### config.mk
export PLATFORM = sky130hd
export DESIGN_NAME = spi_slave
export DESIGN_NICKNAME = d
export VERILOG_FILES = /design/src/rtl/spi_pkg.sv /design/src/rtl/spi_sync_edge.sv /design/src/rtl/spi_slave.sv
export SDC_FILE = /design/constraint.sdc
export NUM_CORES = 1
export LEC_CHECK = 0
export CORE_MARGIN = 2
export CORE_UTILIZATION = 45
export DETAILED_ROUTE_END_ITERATION = 7
export GPL_TIMING_DRIVEN = 0
export HOLD_SLACK_MARGIN = 0.06
export PLACE_DENSITY = 0.68
export SETUP_SLACK_MARGIN = 0.1
export SYNTH_ARGS = -nofsm -noshare
export SYNTH_HDL_FRONTEND = slang
export SYNTH_SLANG_ARGS = --single-unit
### constraint.sdc
create_clock -name clk -period 2 [get_ports clk]
set_input_delay 0.4 -clock clk [delete_from_list [all_inputs] [get_ports clk]]
set_output_delay 0.4 -clock clk [all_outputs]
set_load 0.05 [all_outputs]
### src/rtl/spi_pkg.sv
// spi_pkg
// Shared definitions for the SPI link blocks (master and slave side).
//   SPI_WIDTH   : default frame length in bits
//   spi_state_e : frame state, IDLE (ss high) / ACTIVE (frame window open)
package spi_pkg;

  localparam int SPI_WIDTH = 8;

  typedef enum logic [0:0] {
    IDLE   = 1'b0,
    ACTIVE = 1'b1
  } spi_state_e;

endpackage

### src/rtl/spi_sync_edge.sv
// spi_sync_edge
// Brings one asynchronous SPI line into the clk domain and derives its edges.
// Ports:
//   clk, reset : system clock, synchronous active-high reset
//   din        : asynchronous input line
//   level      : synchronized level (history flop)
//   rise, fall : one-cycle edge pulses, aligned with level
// Parameters:
//   SYNC_STAGES : synchronizer depth (>= 2)
//   RESET_VAL   : idle level of the line, loaded into every flop on reset
module spi_sync_edge #(
  parameter int   SYNC_STAGES = 2,
  parameter logic RESET_VAL   = 1'b0
) (
  input  logic clk,
  input  logic reset,
  input  logic din,
  output logic level,
  output logic rise,
  output logic fall
);

  logic [SYNC_STAGES-1:0] sync_q;
  logic                   hist_q;

  // Edges are registered from the synced/history pair so they line up
  // with the history flop that is presented as the level.
  always_ff @(posedge clk) begin
    if (reset) begin
      sync_q <= {SYNC_STAGES{RESET_VAL}};
      hist_q <= RESET_VAL;
      rise   <= 1'b0;
      fall   <= 1'b0;
    end else begin
      sync_q <= {sync_q[SYNC_STAGES-2:0], din};
      hist_q <= sync_q[SYNC_STAGES-1];
      rise   <= sync_q[SYNC_STAGES-1] & ~hist_q;
      fall   <= ~sync_q[SYNC_STAGES-1] & hist_q;
    end
  end

  assign level = hist_q;

endmodule

### src/rtl/spi_slave.sv
// spi_slave
// SPI mode-0 responder, oversampled in the clk domain. MSB-first frames are
// deserialized into rx_data; a one-entry transmit buffer feeds miso.
// Ports:
//   clk, reset          : system clock, synchronous active-high reset
//   sck, mosi, ss       : SPI bus from the master (ss active-low)
//   miso                : serial data to the master, 0 while idle
//   tx_data/valid/ready : load port for the next frame's transmit byte
//   rx_data/valid/ack   : last received frame, held until acknowledged
//   busy                : frame window open
// Optional build macro SPI_SLAVE_STATUS_EN adds:
//   clr_status          : clears both sticky flags (a set in the same cycle wins)
//   overrun             : a frame completed while rx_valid was still set
//   underrun            : a transmit load found the buffer empty
//
// state  | meaning
// IDLE   | ss high, miso driven 0, sck ignored
// ACTIVE | ss low, shifting frames; one buffer load per frame
module spi_slave
  import spi_pkg::*;
#(
  parameter int WIDTH       = SPI_WIDTH,
  parameter int SYNC_STAGES = 2
) (
  input  logic             clk,
  input  logic             reset,
  input  logic             sck,
  input  logic             mosi,
  input  logic             ss,
  output logic             miso,
  input  logic [WIDTH-1:0] tx_data,
  input  logic             tx_valid,
  output logic             tx_ready,
  output logic [WIDTH-1:0] rx_data,
  output logic             rx_valid,
  input  logic             rx_ack,
  output logic             busy
`ifdef SPI_SLAVE_STATUS_EN
  ,
  input  logic             clr_status,
  output logic             overrun,
  output logic             underrun
`endif
);

  localparam int CW = $clog2(WIDTH + 1);
  localparam logic [CW-1:0] LAST_BIT = CW'(WIDTH - 1);

  spi_state_e       state_q;
  logic [CW-1:0]    count_q;
  logic [WIDTH-1:0] rx_shift_q;
  logic [WIDTH-1:0] tx_shift_q;
  logic [WIDTH-1:0] tx_buf_q;

  logic sck_rise, sck_fall, sck_level_unused;
  logic ss_rise, ss_fall, ss_level_unused;
  logic mosi_level, mosi_rise_unused, mosi_fall_unused;

  logic             frame_done;
  logic             load_evt;
  logic [WIDTH-1:0] load_val;

  spi_sync_edge #(.SYNC_STAGES(SYNC_STAGES), .RESET_VAL(1'b0)) u_sync_sck (
    .clk(clk), .reset(reset), .din(sck),
    .level(sck_level_unused), .rise(sck_rise), .fall(sck_fall)
  );

  spi_sync_edge #(.SYNC_STAGES(SYNC_STAGES), .RESET_VAL(1'b1)) u_sync_ss (
    .clk(clk), .reset(reset), .din(ss),
    .level(ss_level_unused), .rise(ss_rise), .fall(ss_fall)
  );

  spi_sync_edge #(.SYNC_STAGES(SYNC_STAGES), .RESET_VAL(1'b0)) u_sync_mosi (
    .clk(clk), .reset(reset), .din(mosi),
    .level(mosi_level), .rise(mosi_rise_unused), .fall(mosi_fall_unused)
  );

  // ss rising ends the window and takes priority over any coincident sck edge.
  always_comb begin
    frame_done = (state_q == ACTIVE) && !ss_rise && sck_rise && (count_q == LAST_BIT);
    load_evt   = ((state_q == IDLE) && ss_fall) || frame_done;
    load_val   = tx_ready ? '0 : tx_buf_q;
  end

  always_ff @(posedge clk) begin
    if (reset) begin
      state_q    <= IDLE;
      count_q    <= '0;
      rx_shift_q <= '0;
      tx_shift_q <= '0;
      rx_data    <= '0;
    end else begin
      case (state_q)
        IDLE: begin
          if (ss_fall) begin
            state_q    <= ACTIVE;
            count_q    <= '0;
            rx_shift_q <= '0;
            tx_shift_q <= load_val;
          end
        end
        ACTIVE: begin
          if (ss_rise) begin
            state_q <= IDLE;
            count_q <= '0;
          end else if (sck_rise) begin
            rx_shift_q <= {rx_shift_q[WIDTH-2:0], mosi_level};
            if (count_q == LAST_BIT) begin
              rx_data    <= {rx_shift_q[WIDTH-2:0], mosi_level};
              count_q    <= '0;
              tx_shift_q <= load_val;
            end else begin
              count_q <= count_q + CW'(1);
            end
          end else if (sck_fall && (count_q != '0)) begin
            // count == 0 right after a reload: the new MSB must stay on miso
            tx_shift_q <= {tx_shift_q[WIDTH-2:0], 1'b0};
          end
        end
        default: state_q <= IDLE;
      endcase
    end
  end

  // A load samples the buffer before a same-cycle write, so the write always
  // lands in the buffer for the following frame.
  always_ff @(posedge clk) begin
    if (reset) begin
      tx_buf_q <= '0;
      tx_ready <= 1'b1;
      rx_valid <= 1'b0;
    end else begin
      if (load_evt) tx_ready <= 1'b1;
      if (tx_valid && tx_ready) begin
        tx_buf_q <= tx_data;
        tx_ready <= 1'b0;
      end
      if (frame_done) rx_valid <= 1'b1;
      else if (rx_ack) rx_valid <= 1'b0;
    end
  end

  assign miso = (state_q == ACTIVE) ? tx_shift_q[WIDTH-1] : 1'b0;
  assign busy = (state_q == ACTIVE);

`ifdef SPI_SLAVE_STATUS_EN
  always_ff @(posedge clk) begin
    if (reset) begin
      overrun  <= 1'b0;
      underrun <= 1'b0;
    end else begin
      // an ack arriving with the completing frame means the old data was read
      if (frame_done && rx_valid && !rx_ack) overrun <= 1'b1;
      else if (clr_status) overrun <= 1'b0;
      if (load_evt && tx_ready) underrun <= 1'b1;
      else if (clr_status) underrun <= 1'b0;
    end
  end
`endif

endmodule

==> results of run 1 <==
==> cells by family after synthesis <==
logic type,after synthesis,share of synthesized area
compound gates,53,0.153
flops,51,0.519
buf+inv,26,0.0598
mux,9,0.0458
simple gates,80,0.210
fa+ha+maj,2,0.0127
==> sequential cells by signal (all words and copies together), names as in the netlist, 2 cells and up <==
name                count
rx_data                 8
u_sync_mosi.sync_q      2
u_sync_ss.sync_q        2
u_sync_sck.sync_q       2
tx_shift_q              8
count_q                 4
tx_buf_q                8
rx_shift_q              7
==> final cells by class <==
class / count / share of cell area
Buffer: 13 / 0.0281
Clock buffer: 6 / 0.0296
Clock inverter: 2 / 0.0245
Inverter: 13 / 0.0199
Multi-Input combinational cell: 144 / 0.343
Sequential cell: 51 / 0.418
Tap cell: 52 / 0.0266
Timing Repair Buffer: 27 / 0.110
==> power by group through the flow <==
stage / clock, mW / sequential [mW] / combinational [mW]
4_1_cts: 0.843 / 1.06 / 0.149
5_1_grt: 0.889 / 1.06 / 0.167
6_report: 0.826 / 1.06 / 0.149
3_3_place_gp: 0 / 1.08 / 0.145
3_5_place_dp: 0 / 1.08 / 0.147
2_1_floorplan: 0 / 1.09 / 0.0852
==> through the flow <==
step                      std cells  TNS, ns  hold slack, ns   util
after floorplan                 221        0           0.383      -
after global placement          298   -0.320           0.391  0.532
after detailed placement        298   -0.179           0.395  0.532
after CTS                       306        0           0.401  0.565
after global routing            308        0           0.437  0.570
final                           308        0           0.399  0.570
==> cells in the final DEF, fill, tap and decap left out, types with 2 or more instances in the layout <==
cell	instances
sky130_fd_sc_hd__clkbuf_1	10
sky130_fd_sc_hd__buf_4	3
sky130_fd_sc_hd__a21oi_1	26
sky130_fd_sc_hd__mux2i_1	9
sky130_fd_sc_hd__nor3b_1	3
sky130_fd_sc_hd__inv_1	13
sky130_fd_sc_hd__nor2_1	14
sky130_fd_sc_hd__clkbuf_8	5
sky130_fd_sc_hd__dfxtp_2	2
sky130_fd_sc_hd__ha_1	2
sky130_fd_sc_hd__nor2b_1	8
sky130_fd_sc_hd__o21ai_0	15
sky130_fd_sc_hd__bufinv_16	2
sky130_fd_sc_hd__or4_1	2
sky130_fd_sc_hd__buf_6	2
sky130_fd_sc_hd__nand2b_1	5
sky130_fd_sc_hd__or2_2	3
sky130_fd_sc_hd__and2_1	3
sky130_fd_sc_hd__dlymetal6s2s_1	2
sky130_fd_sc_hd__a211oi_1	7
sky130_fd_sc_hd__nand2_1	18
sky130_fd_sc_hd__nand3_1	18
sky130_fd_sc_hd__dfxtp_1	49
sky130_fd_sc_hd__clkdlybuf4s50_1	21
==> per-layer routing <==
layer | routed length [µm] | vias to the layer above
met3 | 136 | 7
met5 | 0 | -
met4 | 87 | 0
met1 | 1750 | 717
met2 | 1730 | 28
li1 | - | 822
==> Yosys cell counts <==
cell type | instances | area share
sky130_fd_sc_hd__nor3_1 | 1 | 0.0025
sky130_fd_sc_hd__o21ai_0 | 15 | 0.038
sky130_fd_sc_hd__nor2_2 | 1 | 0.0032
sky130_fd_sc_hd__a21oi_1 | 26 | 0.066
sky130_fd_sc_hd__ha_1 | 2 | 0.013
sky130_fd_sc_hd__nand3_1 | 18 | 0.046
sky130_fd_sc_hd__nor3b_1 | 3 | 0.011
sky130_fd_sc_hd__buf_2 | 1 | 0.0025
sky130_fd_sc_hd__o311ai_2 | 1 | 0.0083
sky130_fd_sc_hd__nand3b_1 | 1 | 0.0038
sky130_fd_sc_hd__nand4b_1 | 1 | 0.0045
sky130_fd_sc_hd__nor2_1 | 14 | 0.027
sky130_fd_sc_hd__inv_1 | 13 | 0.025
sky130_fd_sc_hd__nor2b_1 | 8 | 0.025
sky130_fd_sc_hd__a211oi_1 | 7 | 0.027
sky130_fd_sc_hd__or2_2 | 3 | 0.0095
sky130_fd_sc_hd__o31ai_1 | 1 | 0.0038
sky130_fd_sc_hd__buf_4 | 1 | 0.0038
sky130_fd_sc_hd__nand2_1 | 18 | 0.034
sky130_fd_sc_hd__buf_6 | 2 | 0.011
sky130_fd_sc_hd__or4_1 | 2 | 0.0076
sky130_fd_sc_hd__a22oi_1 | 1 | 0.0038
sky130_fd_sc_hd__nand2b_1 | 5 | 0.016
sky130_fd_sc_hd__and3b_2 | 1 | 0.0051
sky130_fd_sc_hd__mux2i_1 | 9 | 0.046
sky130_fd_sc_hd__and3b_1 | 1 | 0.0045
sky130_fd_sc_hd__and2_1 | 3 | 0.0095
sky130_fd_sc_hd__clkbuf_1 | 9 | 0.017
sky130_fd_sc_hd__o22ai_1 | 1 | 0.0032
sky130_fd_sc_hd__a31oi_1 | 1 | 0.0032
sky130_fd_sc_hd__dfxtp_1 | 51 | 0.52
==> what timing repair did <==
action,4_1_cts,5_1_grt
resized for setup,5,4
setup endpoints to repair,10,5
buffers inserted,0,2
pin swaps,0,1
==> path summary, 6_finish.rpt <==
path	startpoint	end	slack, ns	depth (start not counted)
worst max-delay path	rx_valid	rx_valid	0.16	1
worst min-delay path	u_sync_sck.level	u_sync_sck.rise	0.40	1
worst max register to register	count_q[1]	tx_shift_q[0]	0.24	7
worst min register to register	u_sync_sck.level	u_sync_sck.rise	0.40	1
==> flow_metrics.py, run 1 <==
metrics = {
    "status": {
        "outcome": "complete, no violations",
    },
    "layout": {
        "final_net_count": 272,
        "post_route_cells_drive_above_1_share": 0.0859,
        "layout_fillers": 397,
        "synthToLayoutAreaGrowth_pct": 24.4,
        "multi_input_comb_area_um2": 840,
        "antenna_cells_inserted": 0,
        "final_area_um2": 2450,
        "final-seq-area_um2": 1020,
    },
    "sta": {
        "slew_viol_final": 0,
        "timing.max_slew.rel_slack": 0.633,
        "hold_viol": 0,
        "final-setup-viol-count": 0,
        "layout_min_cycle_time_ns": 1.84,
        "clock_skew_ns": 0.00572,
        "fin_ws_ns": 0.161,
        "fin_crit_sh": 0.920,
        "rsz_0062_raised_after_global_routing": "no",
        "max_freq_ghz": 0.544,
        "worstMarginPinSlew_ns": 0.551,
    },
    "power_and_ir_drop": {
        "pwr-share-clk": 0.406,
        "post_layout_total_power_mw": 2.04,
        "p_comb_frac": 0.073,
        "p_sw_mw": 0.424,
        "power.static_leakage_nw": 0.887,
        "cellInternalPower_mw": 1.61,
        "seq_power_share": 0.521,
        "power-per-cell-area_nw_per_um2": 831,
        "vdd_drop_max_uv": 447,
        "p_sw_frac": 0.209,
    },
    "floorplanning": {
        "floorplan_row_count": 24,
        "io-pin-count": 27,
        "core_area_um2": 4290,
        "die_h_um": 70.1,
        "die-width_um": 70.1,
        "initial_core_util": 0.458,
        "dieArea_um2": 4920,
    },
    "grt": {
        "global_route.usage.met2": 0.263,
        "gr-total-overflow": 0,
        "grt_first_pass_wirelength_mm": 6.23,
        "grt.busiest_layer": "met2",
        "groute.layer.met3.usage": 0.0433,
        "number_of_global_route_vias_before_repair": 1382,
        "antenna_found_initial": 0,
        "track_usage": 0.158,
        "grt_max_degree": 16,
        "grt.met1_usage": 0.192,
    },
    "setup_path": {
        "cp_slowest_stage_delay_ns": 0.80,
        "critical_path_arrival_ns": 1.44,
        "crit_path_max_fanout": 2,
        "crit_slowest_cell": "sky130_fd_sc_hd__clkdlybuf4s50_1",
        "critical_path.endpoint_type": "output pin",
        "path_cells": "clkdlybuf4s50_1",
        "critical_path_class": "flip-flop to output pin",
        "sort_of_element_at_the_start_of_the_critical_path": "flip-flop",
        "cp_data_required_time_ns": 1.60,
        "timing.critical_path.buf_inv": 1,
        "path_delay_family": "buffers and inverters",
    },
    "yosys": {
        "yosys.cell_types.count": 31,
        "number_of_register_bits_inferred_by_synthesis": 51,
        "syn-cell-area_um2": 1970,
        "ys.warnings.count": 0,
        "postSynthCellCount": 221,
        "share_of_synthesized_area_occupied_by_flip_flops_and_latches": 0.519,
        "syn_avg_cell_area_um2": 8.91,
        "syn-num-nets": 238,
    },
    "clock_tree": {
        "number_of_buffers_created_by_cts": 5,
        "clock_insertion_delay_at_the_later_pin_of_the_skew_report_ns": 0.30,
        "cts.reportedPaths.clkPinSlew_ns": 0.09,
        "htree_num_levels": 2,
        "clock_sinks": 51,
        "clock-root-buffer": "sky130_fd_sc_hd__clkbuf_8",
        "holdBufCountCts": 0,
        "cts_tree": "yes",
        "cts.path.max_buffers": 2,
    },
    "placed_design": {
        "place_worst_setup_slack_ns": -0.0284,
        "dp_hpwl_mm": 2.50,
        "io_buffer_count": 25,
        "placed_cell_area_um2": 2280,
        "finalWeightedCongestion": 0.767,
    },
    "job": {
        "drv.max_cap_violation_count": 0,
    },
    "detailed_routing": {
        "drt-initial-drc-count": 72,
        "detailroute.via_count": 1574,
        "totalWireLength_mm": 3.70,
        "drt-wirelength-per-cell_um": 12.0,
        "detail_route.drc_violations": 0,
        "drt-pass1-iter-count": 4,
        "drt-vias-per-instance": 5.11,
        "antenna_violating_nets_post_route": 0,
    },
    "worst_hold_path": {
        "min_path_type": "flip-flop to flip-flop",
    },
}
Note: power is estimated with default switching activity, not from simulation.
==> run 2: changes to the inputs <==
--- a/config.mk
+++ b/config.mk
@@ -6,12 +6,13 @@
 export NUM_CORES = 1
 export LEC_CHECK = 0
 export CORE_MARGIN = 2
-export CORE_UTILIZATION = 45
+export CORE_UTILIZATION = 50
 export DETAILED_ROUTE_END_ITERATION = 7
 export GPL_TIMING_DRIVEN = 0
 export HOLD_SLACK_MARGIN = 0.06
-export PLACE_DENSITY = 0.68
+export PLACE_DENSITY = 0.74
 export SETUP_SLACK_MARGIN = 0.1
 export SYNTH_ARGS = -nofsm -noshare
 export SYNTH_HDL_FRONTEND = slang
 export SYNTH_SLANG_ARGS = --single-unit
+export TNS_END_PERCENT = 1
==> run 2 against run 1 <==
Compared with the run above:
- utilization increased by 8.1 points
- count of clock-buffer cells in the layout is the same
- cell count shrank 1.9%
- total power shrank 0.17%
- via count is 0.76% lower
- clock power about the same
- maximum frequency is 3.0% lower
- hold slack gained 0.0086 ns
- die area is 9.4% lower
- critical endpoint is now miso
- highest routed layer unchanged
==> flow_metrics.py, run 2 (same netlist as run 1, synthesis figures left out) <==
metrics = {
    "sta": {
        "clock_skew_ns": 0.00464,
        "final-setup-viol-count": 0,
        "timing.max_slew.rel_slack": 0.640,
        "fin_crit_sh": 0.948,
        "hold_viol": 0,
        "finalSetupTns_ns": 0,
        "max_freq_ghz": 0.527,
        "rsz_0062_raised_after_global_routing": "yes",
        "hold_ws_ns": 0.407,
        "worstMarginPinSlew_ns": 0.540,
        "layout_min_cycle_time_ns": 1.90,
        "slew_viol_final": 0,
    },
    "power_and_ir_drop": {
        "power-per-cell-area_nw_per_um2": 839,
        "power.static_leakage_nw": 0.855,
        "vdd_drop_max_uv": 482,
    },
    "layout": {
        "synthToLayoutAreaGrowth_pct": 23.0,
        "layout_common_cells": "sky130_fd_sc_hd__dfxtp_1, sky130_fd_sc_hd__a21oi_1, sky130_fd_sc_hd__clkdlybuf4s50_1",
        "antenna_cells_inserted": 0,
        "layout_fillers": 339,
        "post_route_cells_drive_above_1_share": 0.0709,
        "final_net_count": 270,
        "final_common_cell": "sky130_fd_sc_hd__dfxtp_1",
        "finalCoreUtilization": 0.652,
        "reg_top3": "rx_data x8, tx_buf_q x8, tx_shift_q x8",
        "final_area_um2": 2420,
        "post_layout_nonfiller_instances": 302,
    },
    "grt": {
        "number_of_global_route_vias_before_repair": 1421,
        "grt_first_pass_wirelength_mm": 6.36,
        "antenna_found_initial": 0,
        "gr-total-overflow": 0,
        "track_usage": 0.189,
        "grt_max_degree": 16,
    },
    "floorplanning": {
        "initial_core_util": 0.530,
        "floorplan_row_count": 22,
        "io-pin-count": 27,
        "core_area_um2": 3720,
        "dieArea_um2": 4450,
        "die_h_um": 66.7,
        "die-width_um": 66.7,
    },
    "worst_hold_path": {
        "hold_start": "u_sync_sck.level",
        "min_delay_path_depth": 1,
        "min_path_type": "flip-flop to flip-flop",
        "hold_path_end": "u_sync_sck.rise",
    },
    "status": {
        "outcome": "complete, no violations",
    },
    "placed_design": {
        "numPlacedInstances": 294,
        "finalWeightedCongestion": 0.802,
        "io_buffer_count": 25,
        "placed_cell_area_um2": 2280,
        "dp_hpwl_mm": 2.53,
    },
    "setup_path": {
        "cp_data_required_time_ns": 1.60,
        "crit_path_max_fanout": 10,
        "r2r_end": "tx_shift_q[0]",
        "timing.reg2reg.worst_path_depth": 7,
        "critical_path_class": "flip-flop to output pin",
        "timing.reg2reg.setup_slack_ns": 0.23,
        "sort_of_element_at_the_start_of_the_critical_path": "flip-flop",
        "reg2reg_from": "count_q[0]",
        "critical_path.endpoint_type": "output pin",
        "critical_path_arrival_ns": 1.50,
    },
    "detailed_routing": {
        "detail_route.drc_violations": 0,
        "met1Wirelength_mm": 1.84,
        "routed-wl-met2_mm": 1.70,
        "detailroute.via_count": 1562,
        "drt-initial-drc-count": 107,
        "maxUsedRoutingLayer": "met4",
        "drt-vias-per-instance": 5.17,
        "drt-wirelength-per-cell_um": 12.4,
        "antenna_violating_nets_post_route": 0,
        "totalWireLength_mm": 3.76,
        "drt-pass1-iter-count": 4,
        "routed_wire_length_on_met3_um": 158,
    },
    "clock_tree": {
        "cts.reportedPaths.clkPinSlew_ns": 0.09,
        "number_of_buffers_created_by_cts": 5,
        "clock_insertion_delay_at_the_later_pin_of_the_skew_report_ns": 0.30,
        "clock_sinks": 51,
        "post_cts.repair.setup_buffers": 0,
        "cts_tree": "yes",
        "htree_num_levels": 2,
        "cts.path.max_buffers": 2,
        "clock-root-buffer": "sky130_fd_sc_hd__clkbuf_8",
    },
    "job": {
        "drv.max_cap_violation_count": 0,
    },
}
## run 2: changes by cell type in the layout (fill, tap and decap cells not counted)
| cell | previous run | this run |
|---|---|---|
| sky130_fd_sc_hd__buf_4 | 3 | 1 |
| sky130_fd_sc_hd__clkdlybuf4s50_1 | 21 | 23 |
| sky130_fd_sc_hd__dfxtp_1 | 49 | 51 |
| sky130_fd_sc_hd__dfxtp_2 | 2 | 0 |
| sky130_fd_sc_hd__dlymetal6s2s_1 | 2 | 0 |
## run 2: worst max path at each step
stage,startpoint,endpoint,slack [ns]
global route,busy,miso,0.03
CTS,count_q[0],tx_shift_q[0],0.1
detailed placement,reset,rx_shift_q[0],0.003
global placement,reset,tx_shift_q[4],0.02
finish,busy,miso,0.10
floorplan,busy,miso,0.24
## run 2: power by group
group          internal, mW  switching (mW)  leakage, nW
clock                 0.500           0.325       0.0654
sequential             1.05          0.0154        0.415
combinational        0.0645          0.0821        0.374
total                  1.61           0.423        0.855
## run 2: worst max-delay path, stage by stage, from the launching register on
cell and delay, ns:
sky130_fd_sc_hd__dfxtp_1 0.52, sky130_fd_sc_hd__buf_6 0.19, sky130_fd_sc_hd__and2_1 0.12, sky130_fd_sc_hd__clkdlybuf4s15_2 0.36
## run 2: final cells by class
class	count	area, µm²	share of cell area
buffer	13	68.8	0.0284
clock buffer	6	72.6	0.0300
clock inverter	2	60.1	0.0248
inverter	13	48.8	0.0202
multi-input combinational	144	840	0.347
sequential	51	1020	0.422
tap	48	60.1	0.0248
timing repair buffer	25	250	0.103
## run 2: metrics by stage
step                worst slack, ns  total power, mW
floorplan                     0.241             1.17
global placement             0.0154             1.23
detailed placement          0.00253             1.23
CTS                          0.0964             2.05
global route                 0.0287             2.10
finish                        0.103             2.03
## run 2: per-layer routing
metal / track usage / vias up
met5: 0 / -
met2: 0.279 / 29
li1: - / 817
met3: 0.0405 / 7
met1: 0.268 / 709
met4: 0.0765 / 0
## run 2: what timing repair did
action,4_1_cts,5_1_grt
hold buffers,0,0
setup endpoints to repair,3,9
gates resized for setup,4,1
